<file path="src/rtl/mul_seq_if.sv">
// Handshake/operand/result bundle between a requester and the shift-add multiplier.
interface mul_seq_if #(
  parameter int WIDTH = 32
);
  logic             start;
  logic             is_signed;
  logic [WIDTH-1:0] multiplicand;
  logic [WIDTH-1:0] multiplier;
  logic             busy;
  logic             done;
  logic [WIDTH-1:0] hi;
  logic [WIDTH-1:0] lo;

  modport master (
    output start, is_signed, multiplicand, multiplier,
    input  busy, done, hi, lo
  );

  modport slave (
    input  start, is_signed, multiplicand, multiplier,
    output busy, done, hi, lo
  );
endinterface

</file>
<file path="src/rtl/mul_seq.sv">
// Radix-2 shift-add multiplier for MULT/MULTU. Signed operands are reduced to
// magnitudes, multiplied unsigned over WIDTH cycles, and the sign is applied in
// a single fix-up cycle before HI/LO are written.
module mul_seq #(
  parameter int WIDTH = 32
) (
  input  logic       clk,
  input  logic       rst_n,
  mul_seq_if.slave   bus
);
  localparam int CW = (WIDTH > 1) ? $clog2(WIDTH) : 1;

  typedef enum logic [1:0] {IDLE, RUN, FIX} state_t;

  state_t             state_q, state_d;
  logic [2*WIDTH-1:0] acc_q, acc_d;
  logic [2*WIDTH-1:0] mcand_q, mcand_d;
  logic [WIDTH-1:0]   mplier_q, mplier_d;
  logic [CW-1:0]      cnt_q, cnt_d;
  logic               neg_q, neg_d;
  logic               done_q, done_d;
  logic [WIDTH-1:0]   hi_q, hi_d;
  logic [WIDTH-1:0]   lo_q, lo_d;

  logic [WIDTH-1:0]   a_abs, b_abs;
  logic [2*WIDTH-1:0] prod;

  // State register; reset aborts any multiply in flight.
  always_ff @(posedge clk or negedge rst_n) begin
    if (!rst_n) begin
      state_q  <= IDLE;
      acc_q    <= '0;
      mcand_q  <= '0;
      mplier_q <= '0;
      cnt_q    <= '0;
      neg_q    <= 1'b0;
      done_q   <= 1'b0;
      hi_q     <= '0;
      lo_q     <= '0;
    end else begin
      state_q  <= state_d;
      acc_q    <= acc_d;
      mcand_q  <= mcand_d;
      mplier_q <= mplier_d;
      cnt_q    <= cnt_d;
      neg_q    <= neg_d;
      done_q   <= done_d;
      hi_q     <= hi_d;
      lo_q     <= lo_d;
    end
  end

  // Next-state and datapath: capture in IDLE, one multiplier bit per RUN edge,
  // sign correction and result write in FIX.
  always_comb begin
    state_d  = state_q;
    acc_d    = acc_q;
    mcand_d  = mcand_q;
    mplier_d = mplier_q;
    cnt_d    = cnt_q;
    neg_d    = neg_q;
    done_d   = 1'b0;
    hi_d     = hi_q;
    lo_d     = lo_q;

    // Magnitude of 0x80..0 wraps to itself, which is the correct unsigned value.
    a_abs = (bus.is_signed && bus.multiplicand[WIDTH-1]) ? -bus.multiplicand : bus.multiplicand;
    b_abs = (bus.is_signed && bus.multiplier[WIDTH-1])   ? -bus.multiplier   : bus.multiplier;
    prod  = neg_q ? -acc_q : acc_q;

    case (state_q)
      IDLE: begin
        if (bus.start) begin
          mcand_d  = {{WIDTH{1'b0}}, a_abs};
          mplier_d = b_abs;
          neg_d    = bus.is_signed & (bus.multiplicand[WIDTH-1] ^ bus.multiplier[WIDTH-1]);
          acc_d    = '0;
          cnt_d    = CW'(WIDTH - 1);
          state_d  = RUN;
        end
      end
      RUN: begin
        if (mplier_q[0]) acc_d = acc_q + mcand_q;
        mcand_d  = mcand_q << 1;
        mplier_d = mplier_q >> 1;
        cnt_d    = cnt_q - 1'b1;
        if (cnt_q == '0) state_d = FIX;
      end
      FIX: begin
        hi_d    = prod[2*WIDTH-1:WIDTH];
        lo_d    = prod[WIDTH-1:0];
        done_d  = 1'b1;
        state_d = IDLE;
      end
      default: state_d = IDLE;
    endcase
  end

  assign bus.busy = (state_q != IDLE);
  assign bus.done = done_q;
  assign bus.hi   = hi_q;
  assign bus.lo   = lo_q;
endmodule
</file>
<file path="src/flat_wrapper.sv">
// flat-port wrapper written by rule: the top's interface ports become plain ports
module mul_seq_flat 
#(
  parameter int WIDTH = 32
)
  (clk, rst_n, bus_start, bus_is_signed, bus_multiplicand, bus_multiplier, bus_busy, bus_done, bus_hi, bus_lo);
  mul_seq_if #(.WIDTH(WIDTH)) bus_i ();
  input  logic clk;
  input  logic rst_n;
  input wire logic [$bits(bus_i.start)-1:0] bus_start;
  input wire logic [$bits(bus_i.is_signed)-1:0] bus_is_signed;
  input wire logic [$bits(bus_i.multiplicand)-1:0] bus_multiplicand;
  input wire logic [$bits(bus_i.multiplier)-1:0] bus_multiplier;
  output wire logic [$bits(bus_i.busy)-1:0] bus_busy;
  output wire logic [$bits(bus_i.done)-1:0] bus_done;
  output wire logic [$bits(bus_i.hi)-1:0] bus_hi;
  output wire logic [$bits(bus_i.lo)-1:0] bus_lo;
  assign bus_i.start = bus_start;
  assign bus_i.is_signed = bus_is_signed;
  assign bus_i.multiplicand = bus_multiplicand;
  assign bus_i.multiplier = bus_multiplier;
  assign bus_busy = bus_i.busy;
  assign bus_done = bus_i.done;
  assign bus_hi = bus_i.hi;
  assign bus_lo = bus_i.lo;
  mul_seq #(.WIDTH(WIDTH)) u_core (.clk(clk), .rst_n(rst_n), .bus(bus_i));
endmodule
</file>
<file path="config.mk">
export PLATFORM = sky130hd
export DESIGN_NAME = mul_seq_flat
export DESIGN_NICKNAME = d
export VERILOG_FILES = /design/src/rtl/mul_seq_if.sv /design/src/rtl/mul_seq.sv /design/src/flat_wrapper.sv
export SDC_FILE = /design/constraint.sdc
export NUM_CORES = 1
export LEC_CHECK = 0
export ABC_CLOCK_PERIOD_IN_PS = 5400
export CORE_AREA = 3 3 170 172
export DETAILED_ROUTE_END_ITERATION = 12
export DIE_AREA = 0 0 173 175
export GPL_TIMING_DRIVEN = 0
export PLACE_DENSITY = 0.76
export SLEW_MARGIN = 15
export SYNTH_ARGS = -nofsm -noshare
export SYNTH_HDL_FRONTEND = slang
export SYNTH_SLANG_ARGS = --single-unit
</file>
<file path="constraint.sdc">
create_clock -name clk -period 5.4 [get_ports clk]
set_clock_uncertainty 0.1 [all_clocks]
set_input_delay 1.08 -clock clk [delete_from_list [all_inputs] [get_ports clk]]
set_output_delay 1.08 -clock clk [all_outputs]
set_load 0.02 [all_outputs]
</file>
==> results.py, run 1 <==
metrics = {
    "placed_design": {
        "place_area_um2": 17000,
        "io_buffers": 132,
        "pre_cts_ws_ps": 697,
        "gp_congestion": 0.950,
        "dpl.hpwl_um": 33600,
    },
    "floorplanning": {
        "num_io_pins": 134,
        "start_util": 0.548,
        "die_x_um": 173,
        "coreArea_um2": 27600,
        "dieArea_um2": 30300,
        "rows": 61,
        "die_y_um": 175,
    },
    "setup_path": {
        "worstPathRequired_ps": 5750,
        "r2r_end": "u_core.acc_q[56]$_DFFE_PN0P_",
        "crit_arrival_ps": 4580,
        "path_delay_family": "compound AO/OA/AOI/OAI gates",
        "reg2regPathDepth": 12,
        "cp_slowest_cell": "o311ai_0",
        "reg2reg_from": "u_core.acc_q[0]$_DFFE_PN0P_",
        "crit_type": "register to register",
        "startpoint_type": "register",
        "regToRegSetupSlack_ps": 1170,
        "crit_chain": "ha_1 > inv_1 > fa_1 > nor2b_1 > o31a_1 > o311ai_0 > a2111oi_0 > o21a_1 > nor2_1 > o21bai_1 > a2111o_1 > o211ai_1",
        "cp_max_fo": 6,
        "crit_path_end_kind": "register",
        "cpPeakStageDelay_ps": 850,
        "path_buf_inv": 1,
    },
    "clocking": {
        "cts_buffers": 27,
        "cts_hold_buf": 0,
        "cts_setup_buffers": 0,
        "cts.sinks": 233,
        "htree_levels": 1,
        "cts_resized": 0,
        "clockRootBuffer": "clkbuf_16",
        "clockBufferDepth": 3,
        "clk_pin_slew_ps": 60,
        "cts_tree": "built",
        "clk_latency_ps": 540,
    },
    "pwr": {
        "switching_share": 0.476,
        "p_switching_uw": 5060,
        "peakVddDrop_mv": 0.305,
        "pwr-share-seq": 0.303,
        "combinationalPowerShare": 0.537,
        "power_density_nw_per_um2": 598,
        "power.total_uw": 10600,
        "intPower_uw": 5580,
        "clockPowerShare": 0.160,
        "p_leak_uw": 0.00756,
    },
    "routing": {
        "drtPass1Iterations": 5,
        "drc": 0,
        "wl_per_cell_um": 18.6,
        "first_iter_violations": 972,
        "ant_nets": 0,
        "wl_um": 43800,
        "via_count": 13915,
        "vias_per_cell": 5.93,
    },
    "sta": {
        "fmax_mhz": 236,
        "setup_viol": 0,
        "fin_setup_tns_ps": 0,
        "rsz0062_at_grt": "false",
        "finalCritPeriodShare": 0.783,
        "worst_slack_ps": 1170,
        "maxSlewViolCount": 0,
        "finalHoldViolations": 0,
        "min_period_ps": 4230,
        "slew_headroom": 0.243,
        "worstMarginPinSlew_ps": 1130,
    },
    "synthesis": {
        "synth_nets": 1926,
        "yosys_warnings": 0,
        "avgSynthCellArea_um2": 8.47,
        "ys_seq_area_frac": 0.385,
        "synth_edf_count": 0,
        "synthCells": 1789,
        "syn_area_um2": 15100,
        "synth.ff_latch_count": 233,
        "synth.largest_area_cell": "dfrtp_1",
        "synthArstFlopShare": 1.00,
        "synthFlopType": "dfrtp_1",
        "synth_cell_type_count": 70,
        "synth_area_leaders": "dfrtp_1 (38%), o21ai_0 (9.0%), nand2_1 (7.3%)",
        "yosysTopAreaCellShare": 0.385,
    },
    "final_layout": {
        "final_common_cell": "nand2_1",
        "layout-drive-gt1-share": 0.0295,
        "fillers": 2439,
        "final_cell_mix": "nand2_1 (294), o21ai_0 (273), dfrtp_1 (233)",
        "syn2layout_area_growth_pct": 17.5,
        "stdcell_area_um2": 17800,
        "antennaDiodeCount": 0,
        "nNetsFinal": 2089,
    },
    "grt": {
        "grt.total_usage": 0.284,
        "grt_pass1_wl_um": 71000,
        "first_global_vias": 13609,
        "grt_max_degree": 109,
        "antenna_found_initial": 0,
        "grt_overflow": 0,
    },
    "min_path": {
        "worstHoldPathType": "input port to asynchronous set/reset pin",
    },
    "outcome": {
        "status": "complete, no violations",
    },
    "flow_run": {
        "drv_cap": 0,
    },
}
==> worst reg2reg max path, cell delays in order (launching register included) <==
cell	delay, ps
dfrtp_1	430
ha_1	220
inv_1	70
fa_1	180
nor2b_1	80
o31a_1	270
o311ai_0	850
a2111oi_0	430
o21a_1	360
nor2_1	390
o21bai_1	260
a2111o_1	410
o211ai_1	100
==> power groups by stage <==
stage               clock network [uW]  logic, uW  registers (uW)
global route                      1810       6390            3290
detailed placement                   0       5630            3200
floorplan                            0       4110            2980
finish                            1710       5710            3230
CTS                               1730       5660            3180
global placement                     0       5520            3180
==> synthesized netlist by cell type (all sizes together), types with 17 or more instances <==
| cell type | number |
|---|---|
| xnor2 | 66 |
| nand2 | 294 |
| a22oi | 60 |
| ha | 68 |
| nor2 | 71 |
| dfrtp | 233 |
| o41ai | 17 |
| nor3 | 26 |
| o31ai | 40 |
| or4 | 17 |
| clkbuf | 100 |
| a21o | 40 |
| xor2 | 105 |
| a21oi | 105 |
| nand4 | 26 |
| o21ai | 274 |
| nand3 | 27 |
| inv | 31 |
==> cell type report <==
cell class | count | area [um^2] | area share
plain buffers | 103 | 387 | 0.0217
multi-input cells | 1422 | 8810 | 0.495
clock inverters | 6 | 58.8 | 0.00330
inverters | 31 | 116 | 0.00654
repair buffers | 134 | 1380 | 0.0776
flip-flops and latches | 233 | 5830 | 0.328
clock buffers | 40 | 744 | 0.0418
well taps | 378 | 473 | 0.0266
==> state kept, by name, summed over array words and instances (netlist names) <==
register         cells
u_core.mcand_q      64
u_core.state_q       2
u_core.bus.hi       32
u_core.mplier_q     32
u_core.neg_q         1
u_core.acc_q        64
u_core.cnt_q         5
u_core.bus.lo       32
u_core.bus.done      1
==> layer usage <==
layer,vias to the layer above,global-route usage,share of wire
met5,-,0,0
met4,0,0.0726,0.021
met3,65,0.0467,0.073
met2,447,0.453,0.45
met1,6600,0.407,0.46
li1,6803,-,-
==> cells by family after synthesis <==
group,count (synthesis),synth area share
flip-flops,233,0.385
AND/OR/NAND/NOR,552,0.169
multiplexers,6,0.00413
buffers and inverters,134,0.0332
XOR/XNOR,171,0.0989
adder cells (fa/ha/maj),69,0.0575
AO/OA/AOI/OAI,624,0.252
==> metrics by stage <==
stage	instances	hold WS, ps	utilization
6_report	2347	366	0.644
5_1_grt	2347	395	0.644
4_1_cts	2347	382	0.644
3_5_place_dp	2301	369	0.615
3_3_place_gp	2299	361	0.613
2_1_floorplan	1789	363	-
==> how the worst max path moves through the flow <==
stage | start | to | slack (ps) | depth (start not counted)
after CTS | bus_multiplicand[11] | u_core.mcand_q[28]$_DFFE_PN0P_ | 1240 | 9
final | u_core.acc_q[0]$_DFFE_PN0P_ | u_core.acc_q[56]$_DFFE_PN0P_ | 1170 | 12
after detailed placement | bus_multiplicand[11] | u_core.mcand_q[28]$_DFFE_PN0P_ | 700 | 9
after global routing | bus_multiplicand[11] | u_core.mcand_q[28]$_DFFE_PN0P_ | 910 | 9
after floorplan | bus_multiplicand[11] | u_core.mcand_q[28]$_DFFE_PN0P_ | 1550 | 8
after global placement | rst_n | u_core.bus.lo[1]$_DFFE_PN0P_ | -6480 | 1
No activity file was read; power rests on OpenSTA's default activity.
==> inputs of run 2 (changes only) <==
--- a/config.mk
+++ b/config.mk
@@ -5,7 +5,7 @@
 export SDC_FILE = /design/constraint.sdc
 export NUM_CORES = 1
 export LEC_CHECK = 0
-export ABC_CLOCK_PERIOD_IN_PS = 5400
+export ABC_CLOCK_PERIOD_IN_PS = 4300
 export CORE_AREA = 3 3 170 172
 export DETAILED_ROUTE_END_ITERATION = 12
 export DIE_AREA = 0 0 173 175
==> constraint.sdc (replaced) <==
create_clock -name clk -period 4.3 [get_ports clk]
set_clock_uncertainty 0.1 [all_clocks]
set_input_delay 0.86 -clock clk [delete_from_list [all_inputs] [get_ports clk]]
set_output_delay 0.86 -clock clk [all_outputs]
set_load 0.02 [all_outputs]
==> run 2 against run 1 <==
Effect of this change: hold slack got worse by 220 ps; setup slack got worse by 920 ps; clock power increased by 26%; core utilization barely moved; register-to-register slack got worse by 920 ps; via count is 0.13% higher; first-iteration DRC count decreased by 6.7%.
==> results.py, run 2 (synthesis results as in run 1) <==
metrics = {
    "outcome": {
        "status": "complete, no violations",
    },
    "clocking": {
        "cts_buffers": 27,
        "cts_setup_buffers": 0,
        "clockBufferDepth": 3,
        "clockRootBuffer": "clkbuf_16",
        "cts.sinks": 233,
        "clk_latency_ps": 540,
        "cts_hold_buf": 0,
        "htree_levels": 1,
        "clk_pin_slew_ps": 60,
        "cts_tree": "built",
    },
    "flow_run": {
        "drv_cap": 0,
    },
    "grt": {
        "antenna_found_initial": 0,
        "grt_overflow": 0,
        "grt.total_usage": 0.284,
        "grt_pass1_wl_um": 71000,
        "grt_max_degree": 109,
        "first_global_vias": 13609,
    },
    "routing": {
        "wl_per_cell_um": 18.7,
        "first_iter_violations": 907,
        "wl_um": 43800,
        "via_count": 13933,
        "drtPass1Iterations": 5,
        "ant_nets": 0,
        "drc": 0,
        "vias_per_cell": 5.94,
    },
    "final_layout": {
        "stdcell_count": 2347,
        "layout-drive-gt1-share": 0.0295,
        "final_cell_mix": "nand2_1 (294), o21ai_0 (273), dfrtp_1 (233)",
        "syn2layout_area_growth_pct": 17.6,
        "final_common_cell": "nand2_1",
        "stdcell_area_um2": 17800,
        "antennaDiodeCount": 0,
        "reg_top3": "u_core.acc_q (64), u_core.mcand_q (64)",
        "fillers": 2441,
        "nNetsFinal": 2089,
        "final_util": 0.644,
    },
    "placed_design": {
        "placed_cells": 2301,
        "gp_congestion": 0.950,
        "dpl.hpwl_um": 33600,
        "io_buffers": 132,
        "place_area_um2": 17000,
    },
    "min_path": {
        "worstHoldPathType": "input port to asynchronous set/reset pin",
    },
    "setup_path": {
        "regToRegSetupSlack_ps": 250,
        "crit_arrival_ps": 4410,
        "worstPathRequired_ps": 4660,
        "crit_chain": "or4_4 > nor4_4 > or4b_4 > or4_2 > o31ai_2 > a21boi_0 > nand2_1 > xnor2_1 > o21ai_0",
        "r2r_end": "u_core.bus.hi[24]$_DFFE_PN0P_",
        "cpPeakStageDelay_ps": 660,
        "reg2regPathDepth": 9,
        "reg2reg_from": "u_core.acc_q[12]$_DFFE_PN0P_",
        "crit_path_end_kind": "register",
        "startpoint_type": "register",
        "cp_slowest_cell": "or4_2",
        "cp_max_fo": 5,
        "crit_type": "register to register",
    },
    "sta": {
        "setup_viol": 0,
        "finalHoldViolations": 0,
        "rsz0062_at_grt": "false",
        "slew_headroom": 0.258,
        "maxSlewViolCount": 0,
        "min_period_ps": 4050,
        "finalCritPeriodShare": 0.941,
        "fmax_mhz": 247,
        "worstMarginPinSlew_ps": 1110,
    },
    "pwr": {
        "power_density_nw_per_um2": 751,
        "power.total_uw": 13400,
        "p_leak_uw": 0.00756,
        "peakVddDrop_mv": 0.382,
    },
    "floorplanning": {
        "num_io_pins": 134,
        "dieArea_um2": 30300,
        "die_x_um": 173,
        "rows": 61,
        "die_y_um": 175,
        "coreArea_um2": 27600,
        "start_util": 0.548,
    },
}
-- run 2: final cells by class --
cell class / count / area (um^2) / share of cell area
multi-input cells: 1422 / 8810 / 0.495
flip-flops and latches: 233 / 5830 / 0.328
repair buffers: 134 / 1380 / 0.0776
clock buffers: 40 / 744 / 0.0418
well taps: 378 / 473 / 0.0266
plain buffers: 103 / 387 / 0.0217
inverters: 31 / 116 / 0.00654
clock inverters: 6 / 58.8 / 0.00330
-- run 2: worst max path at each step --
stage / start / endpoint / slack (ps) / cells past startpoint
4_1_cts: u_core.mcand_q[19]$_DFFE_PN0P_ / u_core.acc_q[55]$_DFFE_PN0P_ / 160 / 11
3_3_place_gp: rst_n / u_core.bus.lo[1]$_DFFE_PN0P_ / -7360 / 1
5_1_grt: bus_multiplicand[11] / u_core.mcand_q[28]$_DFFE_PN0P_ / 30 / 9
3_5_place_dp: bus_multiplicand[11] / u_core.mcand_q[28]$_DFFE_PN0P_ / -180 / 9
6_report: u_core.acc_q[12]$_DFFE_PN0P_ / u_core.bus.hi[24]$_DFFE_PN0P_ / 250 / 9
2_1_floorplan: bus_multiplicand[11] / u_core.mcand_q[28]$_DFFE_PN0P_ / 670 / 8
-- run 2: layer usage --
layer,GRT usage,up-vias,routed length [um]
li1,-,6801,-
met1,0.407,6621,20300
met2,0.453,439,19500
met3,0.0467,72,3020
met4,0.0726,0,945
met5,0,-,0
-- run 2: worst max-delay path: cells and delay by family, from the launching register on --
kind / cells / cell delay (ps)
flip-flops: 1 / 480
XOR/XNOR: 1 / 150
AND/OR/NAND/NOR: 5 / 2110
AO/OA/AOI/OAI: 3 / 1120
-- run 2: power by group --
group	total [uW]	internal [uW]	switching (uW)
clock network	2150	1250	902
registers	4050	3010	1040
logic	7170	2760	4410
total	13400	7010	6360
-- run 2: repair_timing --
item / in CTS / in global routing
resized for setup: 0 / 3
endpoints found under the hold margin: 0 / 0
setup endpoints to repair: 0 / 9
-- run 2: stage by stage --
| stage | hold slack, ps | setup slack, ps | setup TNS, ps |
|---|---|---|---|
| final | 146 | 253 | 0 |
| after CTS | 162 | 158 | 0 |
| after detailed placement | 369 | -183 | -880 |
| after global routing | 183 | 28.2 | 0 |
| after global placement | 361 | -7360 | -1707940 |
| after floorplan | 363 | 669 | 0 |
